### config.mk
export PLATFORM = sky130hd
export DESIGN_NAME = instr_fetch_unit
export DESIGN_NICKNAME = d
export VERILOG_FILES = /design/src/rtl/instr_fetch_unit.sv
export SDC_FILE = /design/constraint.sdc
export NUM_CORES = 1
export LEC_CHECK = 0
export CORE_MARGIN = 5
export CORE_UTILIZATION = 50
export CTS_BUF_LIST = sky130_fd_sc_hd__clkbuf_8
export CTS_CLUSTER_DIAMETER = 40
export DETAILED_ROUTE_END_ITERATION = 12
export HOLD_SLACK_MARGIN = 0.15
export PLACE_DENSITY = 0.88
export SLEW_MARGIN = 0
export SYNTH_ARGS = -nofsm -noshare
export SYNTH_HDL_FRONTEND = slang
export SYNTH_SLANG_ARGS = --single-unit
### constraint.sdc
create_clock -name clk -period 6.2 [get_ports clk]
set_input_delay 0.93 -clock clk [delete_from_list [all_inputs] [get_ports clk]]
set_output_delay 0.93 -clock clk [all_outputs]
set_load 0.01 [all_outputs]
### src/rtl/instr_fetch_unit.sv
// Fetch stage: holds the PC, fetches over a req/ready handshake, presents the decoded
// instruction to the control unit and steps the PC on exec_done (traps on misalignment).
module instr_fetch_unit #(
   parameter int unsigned     XLEN     = 32,
   parameter logic [XLEN-1:0] RESET_PC = '0
) (
   input  logic            clk,
   input  logic            rst,
   output logic            imem_req,
   output logic [XLEN-1:0] imem_addr,
   input  logic            imem_ready,
   input  logic [31:0]     imem_rdata,
   input  logic            pc_src,
   input  logic [XLEN-1:0] imm_ext,
   input  logic            exec_done,
   output logic [31:0]     instr,
   output logic            instr_valid,
   output logic [6:0]      opcode,
   output logic [2:0]      funct3,
   output logic            funct7_5,
   output logic [XLEN-1:0] pc,
   output logic [XLEN-1:0] pc_plus4,
   output logic [31:0]     retire_count,
   output logic            misalign_err
);

   localparam logic [31:0] NOP_INSTR = 32'h0000_0013;

   typedef enum logic [1:0] {
      IDLE  = 2'd0,
      FETCH = 2'd1,
      EXEC  = 2'd2,
      TRAP  = 2'd3
   } state_t;

   state_t          state;
   state_t          state_next;
   logic            load_instr;
   logic            commit;
   logic            trap;
   logic [XLEN-1:0] pc_target;
   logic            target_misaligned;

   // Next-PC selection; only consumed on the EXEC cycle that sees exec_done.
   assign pc_plus4          = pc + XLEN'(4);
   assign pc_target         = pc_src ? (pc + imm_ext) : pc_plus4;
   assign target_misaligned = |pc_target[1:0];

   assign imem_addr = pc;
   assign opcode    = instr[6:0];
   assign funct3    = instr[14:12];
   assign funct7_5  = instr[30];

   always_ff @(posedge clk) begin
      if (rst) begin
         state <= IDLE;
      end else begin
         state <= state_next;
      end
   end

   always_comb begin
      state_next  = state;
      imem_req    = 1'b0;
      instr_valid = 1'b0;
      load_instr  = 1'b0;
      commit      = 1'b0;
      trap        = 1'b0;
      case (state)
         IDLE: begin
            state_next = FETCH;
         end
         FETCH: begin
            imem_req = 1'b1;
            if (imem_ready) begin
               load_instr = 1'b1;
               state_next = EXEC;
            end
         end
         EXEC: begin
            instr_valid = 1'b1;
            if (exec_done) begin
               if (target_misaligned) begin
                  trap       = 1'b1;
                  state_next = TRAP;
               end else begin
                  commit     = 1'b1;
                  state_next = FETCH;
               end
            end
         end
         TRAP: begin
            state_next = TRAP;
         end
         default: begin
            state_next = IDLE;
         end
      endcase
   end

   // Architectural state: a trap leaves pc and retire_count untouched.
   always_ff @(posedge clk) begin
      if (rst) begin
         pc           <= RESET_PC;
         instr        <= NOP_INSTR;
         retire_count <= 32'd0;
         misalign_err <= 1'b0;
      end else begin
         if (load_instr) begin
            instr <= imem_rdata;
         end
         if (commit) begin
            pc           <= pc_target;
            retire_count <= retire_count + 32'd1;
         end
         if (trap) begin
            misalign_err <= 1'b1;
         end
      end
   end

endmodule
# Yosys cells after proc, flatten, opt, wreduce, memory -nomap -nowiden
# Index checks and enable logic that the tools add are counted.
# totals
inputBits,69
reg_bits,99
out_inout_bits,174
word_cells,31
# op_classes
n_eq_ne,5
addsub,3
n_reduce_logical,3
mux,15
# ops
op,count
32-bit by 1-bit adder with 32-bit output (second input constant),1
32-bit by 3-bit adder with 32-bit output (second input constant),1
32-bit adder,1
32-bit 2-to-1 mux,1
1-bit 2-to-1 mux,10
2-bit one-hot mux with 4 select lines,1
2-bit 2-to-1 mux,3
2-bit == test (second input constant),2
2-bit != test (second input constant),2
2-bit by 1-bit == test with 1-bit output (second input constant),1
2-bit zero test,1
2-bit AND reduction,1
2-bit OR reduction,1

# Longest topological paths before layout
# Gate-level depths: netlist of run 1.
# depth
word_depth,6
depth_mapped,12
depth_no_buf,10

# Worst setup path before layout of run 1
# OpenSTA, ideal clock, no wires.
# synth_timing
path_type,input -> register
from,in imm_ext[0]
to,reg retire_count[22]
slack_ns,2.964
setup_time_ns,0.070
arrival_time_ns,3.165
path_stages,10
path_cell_list,ha_1 > fa_1 > nor3b_2 > o211a_1 > buf_2 > nand4_4 > nor3_4 > nand2_2 > or3_1 > a21oi_1
# synth_via
elab_chain_len,6
# synth_lines
element,line,source
start: declaration,14,"input logic [XLEN-1:0] imm_ext,"
32-bit adder,46,assign pc_target = pc_src ? (pc + imm_ext) : pc_plus4;
32-bit 2-to-1 mux,46,
2-bit OR reduction,47,assign target_misaligned = |pc_target[1:0];
1-bit 2-to-1 mux,83,if (target_misaligned) begin
1-bit 2-to-1 mux,82,if (exec_done) begin
1-bit 2-to-1 mux,69,case (state)
end signal: assignment,114,retire_count <= retire_count + 32'd1;
end: declaration,23,"output logic [31:0] retire_count,"
# No other way between the ends.
# A chain may end at the register's enable or synchronous reset.

# Final worst setup path of run 1
# layout_timing
from,"reg pc[2], in the netlist imem_addr[2]"
to,out pc_plus4[22]
# layout_via
elab_chain_len,1
# layout_lines
element,line,source
start: declaration,21,"output logic [XLEN-1:0] pc,"
start signal: assignment,113,pc <= pc_target;
32-bit by 3-bit adder with 32-bit output,45,assign pc_plus4 = pc + XLEN'(4);
end: declaration,22,"output logic [XLEN-1:0] pc_plus4,"
# No other way between the ends.

==> qor.yml, run 1 <==
numCtsBuffers: 9
insertion_delay_ns: 0.38
power_leakage_nw: 3.57
dr.pass1.iters: 5
area_growth_pct: 33.7
vias_per_cell: 5.70
crit_start: "imem_addr[2]"
worstMarginPinSlew_ns: 1.01
sw_frac_of_total_pct: 28.5
cp_max_fo: 8
synth_edf_count: 0
ys_warn_count: 0
cp.arrival_ns: 3.45
crit_family: "simple AND/OR/NAND/NOR gates"
grt_max_degree: 87
required_ns: 5.27
gp_congestion: 0.990
avgSynthCellArea_um2: 7.72
wl_mm: 21.2
finalSetupViolations: 0
num_antenna_cells: 0
syn-cell-area_um2: 6870
min_path_cells: 2
timing.critical_path.mode_cell: "and3_1"
cts_resized: 0
startpoint_type: "flop"
vias: 7072
fp.dieW_um: 127
skew_ns: 0.00822
ys.flop_type: "dfxtp_1"
clkSinkCount: 99
seq_power_share_pct: 48.6
crit_path_cell_trace: "ha_1, and3_1, and3_1, nand2_1, nor2_1, and4_1, xor2_1, clkdlybuf4s50_1"
grt_pass1_wl_mm: 34.0
timing.fmax_mhz: 228
cts-root-buf: "clkbuf_8"
core-area_um2: 13300
maxCapViolCount: 0
comb_power_share_pct: 17.6
crit_type: "flop to primary output"
end_kind: "primary output"
synthCells: 890
gr-usage-all-layers_pct: 25.4
hold_viol: 0
outcome: "complete, no violations"
slew_headroom_pct: 32.8
final_common_cell: "clkdlybuf4s50_1"
switchingPower_mw: 0.390
antenna_found_initial: 0
die_area_um2: 16200
cts_setup_buffers: 0
ys_types: 81
route.detailed.drc: 0
min-delay-start: "instr[24]"
wl_per_cell_um: 17.1
drive_above_1_share_pct: 4.51
die_h_um: 127
register_area_um2: 1980
fin_crit_sh_pct: 70.7
grt_overflow_total: 0
synth-seq-area-share_pct: 28.8
multi_input_area_um2: 4260
rows: 42
pin_count: 243
async_reset_ff_share_pct: 0
min_to: "instr[24]"
timing.rr.end: "retire_count[29]"
clock_path_buffers: 2
slowest_delay_ns: 0.56
nFillCells: 1085
reg2reg_depth: 11
vdd_drop_max_uv: 132
finalSetupTns_ns: 0
slew_violations: 0
pwr-share-clk_pct: 33.9
intPower_mw: 0.978
clk_pin_slew_ns: 0.11
ant_nets: 0
dp_hpwl_mm: 15.8
syn_nets: 993
cp_num_buf_inv: 1
fin_crit_ns: 4.38
mostFrequentLayoutCells: "clkdlybuf4s50_1 (240), nand2_1 (119), dfxtp_1 (99)"
htree_levels: 3
slowest_stage: "clkdlybuf4s50_1"
start_util_pct: 51.5
hp-class: "flop to flop"
post-place-cells: 1225
r2r_start: "imem_addr[0]"
fin_cells: 1241
rrSetupSlack_ns: 2.79
io_buffers: 242
cts_tree: "built"
rsz0062_at_grt: "false"
drtIter0Drc: 485
ys_ff_latch: 99
cts_hold_buf: 0
p_per_area_nw_per_um2: 149
grt_pass1_vias: 6557
nNetsFinal: 1163
[Yosys cell counts (5+ instances only)]
library cell    n  share of area, %
and2_1         11               1.0
or3_1          10              0.91
nand2_1       119               6.5
a211oi_1        7              0.76
nand3_1        33               2.4
buf_4          48               5.2
nor3b_1         5              0.55
a21o_1         18               2.0
o21a_1          5              0.55
clkbuf_1       28               1.5
mux2i_1         6              0.87
and3_1         16               1.5
xnor2_1        29               3.7
a31oi_1         8              0.73
nand4_1        17               1.5
o211ai_1        5              0.55
a21oi_1        94               6.8
xor2_1         37               4.7
o21ai_0        52               3.8
nor2_1         77               4.2
nor3_1         12              0.87
o21bai_1        5              0.55
dfxtp_1        99                29
and4_1          9               1.1
ha_1           33               6.0
nor2b_1         5              0.46
inv_1          18              0.98
[through the flow]
stage                     power, mW  cell area (um2)  setup WS (ns)  hold slack, ns  utilization (%)
after floorplan               0.810             6870           2.96           0.476                -
after global placement        0.914             8980           2.05           0.441             67.3
after global routing           1.43             9190           1.66           0.478             68.9
after CTS                      1.37             9190           1.85           0.461             68.9
after detailed placement      0.918             8980           1.90           0.446             67.3
final                          1.37             9190           1.82           0.459             68.9
[how the worst max path moves through the flow]
stage / end / depth (start not counted) / slack (ns)
floorplan: retire_count[22] / 10 / 2.96
global placement: retire_count[29] / 12 / 2.05
detailed placement: retire_count[21] / 12 / 1.90
CTS: pc_plus4[30] / 8 / 1.85
global route: pc_plus4[26] / 8 / 1.66
finish: pc_plus4[22] / 8 / 1.82
[worst reg2reg max path, delay by kind of cell (launching register included)]
kind | cells | cell delay, ns
compound gates | 1 | 0.20
flops | 1 | 0.44
buf+inv | 1 | 0.40
xor+xnor | 1 | 0.16
fa+ha+maj | 2 | 0.70
simple gates | 6 | 1.36
[power by group through the flow]
stage	logic [mW]	registers [mW]	clock network, mW
after global placement	0.235	0.678	0
after global routing	0.260	0.668	0.500
after CTS	0.239	0.665	0.471
after detailed placement	0.238	0.679	0
after floorplan	0.128	0.683	0
final	0.240	0.665	0.463
[metal layers]
| metal | vias up | global-route usage, % | share of wire (%) |
|---|---|---|---|
| li1 | 3453 | - | - |
| met1 | 3255 | 33.2 | 42 |
| met2 | 319 | 41.7 | 48 |
| met3 | 45 | 5.01 | 7.2 |
| met4 | 0 | 8.90 | 2.9 |
| met5 | - | 0 | 0 |
[flip-flops by register name (all words and copies together) (netlist names)]
name	flops
retire_count	32
misalign_err	1
state	2
imem_addr	32
instr	32
[layout make-up]
cell class | count | share of cell area [%]
multi-input cells | 685 | 46.4
repair buffers | 246 | 26.6
flip-flops and latches | 99 | 21.6
well taps | 176 | 2.40
clock buffers | 10 | 1.50
clock inverters | 6 | 0.830
inverters | 19 | 0.776
[logic make-up (layout without fill, tap and decap cells)]
group / Yosys count / in the layout / share of synthesized area [%]
simple gates: 339 / 339 / 24.4
compound gates: 239 / 239 / 21.9
buf+inv: 106 / 281 / 9.17
flops: 99 / 99 / 28.8
xor+xnor: 66 / 66 / 8.41
fa+ha+maj: 34 / 34 / 6.30
mux: 7 / 7 / 1.04
(Power assumes the default switching activity.)
==> run 2: changes to the inputs <==
Settings changed: CORE_UTILIZATION 50 to 47, PLACE_DENSITY 0.88 to 0.83.
Clock period 6.2 ns to 4.2 ns, I/O delays scaled along.
==> qor.yml, run 2 (synthesized netlist as in run 1, its figures left out) <==
outcome: "complete, no violations"
grt_max_degree: 55  # -37%
startpoint_type: "flop"
wl_met2_mm: 9.89  # -2.4%
grt_overflow_total: 0  # unchanged
crit_end: "pc_plus4[22]"
antenna_found_initial: 0  # unchanged
cts-root-buf: "clkbuf_8"
dp_hpwl_mm: 15.8  # -0.29%
vias: 7018  # -0.76%
cp.depth: 8  # unchanged
hold_slack_ns: 0.457  # -0.00174 ns
postLayoutCoreUtil_pct: 64.0  # -4.9 points
cp_max_fo: 7  # -1
timing.fmax_mhz: 260
core-area_um2: 14400  # +8.1%
clk_pin_slew_ns: 0.10  # about the same
skew_ns: 0.0174  # +0.00919 ns
slowest_stage: "clkdlybuf4s50_1"
start_util_pct: 47.7  # -3.8 points
numCtsBuffers: 9  # unchanged
reg2reg_depth: 10  # -1
gp_congestion: 0.946  # -4.5%
grt_pass1_vias: 6409  # -2.3%
top_layer: "met4"
clock_path_buffers: 2  # unchanged
io_buffers: 242  # unchanged
required_ns: 3.57  # -1.70 ns
route.detailed.drc: 0  # unchanged
wl_per_cell_um: 16.6  # -2.8%
cts_tree: "built"
die_area_um2: 17100  # +5.9%
drive_above_1_share_pct: 5.31  # +0.80 points
worstMarginPinSlew_ns: 0.662  # -0.345 ns
cts_setup_buffers: 0  # unchanged
crit_path_cell_trace: "ha_1, and3_1, and3_1, nand2_1, nor2_1, and4_1, xor2_1, clkdlybuf4s50_1"
die_h_um: 131  # +2.9%
pwr-share-clk_pct: 30.5  # -3.4 points
finalSetupViolations: 0  # unchanged
final_common_cell: "clkdlybuf4s50_1"
hold_viol: 0  # unchanged
finalSetupTns_ns: 0  # unchanged
fin_crit_sh_pct: 91.7
area_growth_pct: 34.3
fin_cells: 1258  # +1.4%
clkSinkCount: 99  # unchanged
crit_family: "simple AND/OR/NAND/NOR gates"
wl_met3_mm: 1.36  # -11%
end_kind: "primary output"
intPower_mw: 1.36  # +39%
crit_start: "imem_addr[3]"
drt-met1-wl_mm: 9.30  # +4.1%
num_antenna_cells: 0  # unchanged
wl_mm: 20.9  # -1.5%
cts_hold_buf: 0  # unchanged
vdd_drop_max_uv: 174  # +32%
comb_power_share_pct: 18.6  # +1.0 points
gr-usage-all-layers_pct: 23.2  # -2.1 points
cp_num_buf_inv: 1  # unchanged
slew_headroom_pct: 55.8  # +23 points
cp.arrival_ns: 3.22  # -0.23 ns
grt_pass1_wl_mm: 32.4  # -4.8%
mostFrequentLayoutCells: "clkdlybuf4s50_1 (240), nand2_1 (119), dfxtp_1 (99)"
vias_per_cell: 5.58  # -2.1%
timing.critical_path.mode_cell: "and3_1"
timing.rr.end: "retire_count[21]"
slew_violations: 0  # unchanged
drtIter0Drc: 464  # -4.3%
rows: 44  # +4.8%
seq_power_share_pct: 50.9  # +2.3 points
slowest_delay_ns: 0.55  # about the same
htree_levels: 3  # unchanged
nFillCells: 1256  # +16%
switchingPower_mw: 0.564  # +45%
pin_count: 243  # unchanged
dr.pass1.iters: 5  # unchanged
crit_type: "flop to primary output"
register_area_um2: 1980  # unchanged
post-place-cells: 1242  # +1.4%
insertion_delay_ns: 0.38  # about the same
p_per_area_nw_per_um2: 208  # +40%
multi_input_area_um2: 4260  # unchanged
fp.dieW_um: 131  # +2.9%
rrSetupSlack_ns: 1.07  # -1.72 ns
sw_frac_of_total_pct: 29.3  # +0.83 points
fin_crit_ns: 3.85
maxCapViolCount: 0  # unchanged
ant_nets: 0  # unchanged
r2r_start: "imem_addr[0]"
power_leakage_nw: 3.59  # +0.70%
hp-class: "flop to flop"
rsz0062_at_grt: "false"
cts_resized: 0  # unchanged
nNetsFinal: 1172  # +0.77%
## run 2: worst min-delay path by stage
stage              start   endpoint  cells past startpoint  slack (ns)
6_report       instr[23]  instr[23]                      2        0.46
5_1_grt        instr[18]  instr[18]                      2        0.48
4_1_cts        instr[29]  instr[29]                      2        0.46
3_5_place_dp   instr[29]  instr[29]                      2        0.45
3_3_place_gp   instr[26]  instr[26]                      2        0.44
2_1_floorplan   state[1]   state[1]                      2        0.48
## run 2: cell type report
class | instances | area share (%)
clock buffer | 9 | 1.34
clock inverter | 7 | 0.556
inverter | 19 | 0.772
multi-input combinational | 685 | 46.2
sequential | 99 | 21.5
tap | 184 | 2.49
timing repair buffer | 255 | 27.2
## run 2: metal layers
layer | global-route usage (%) | vias up
li1 | - | 3471
met1 | 31.4 | 3263
met2 | 38.3 | 254
met3 | 3.90 | 30
met4 | 6.47 | 0
met5 | 0 | -
## run 2: power groups by stage
stage	clock [mW]	combinational [mW]	sequential, mW
2_1_floorplan	0	0.188	1.01
5_1_grt	0.633	0.390	0.983
3_3_place_gp	0	0.354	1.00
6_report	0.587	0.359	0.979
3_5_place_dp	0	0.358	1.00
4_1_cts	0.601	0.360	0.979
## run 2: through the flow
stage          power, mW  cell area (um2)  setup WS, ns
2_1_floorplan       1.20             6870          1.26
3_3_place_gp        1.35             9060         0.598
3_5_place_dp        1.36             9060         0.484
4_1_cts             1.94             9230         0.340
5_1_grt             2.01             9230         0.136
6_report            1.92             9230         0.349
## run 2: worst min-delay path, cell delays in order (launching register included)
cell,delay [ns]
dfxtp_1,0.32
nand2_1,0.05
a21oi_1,0.05
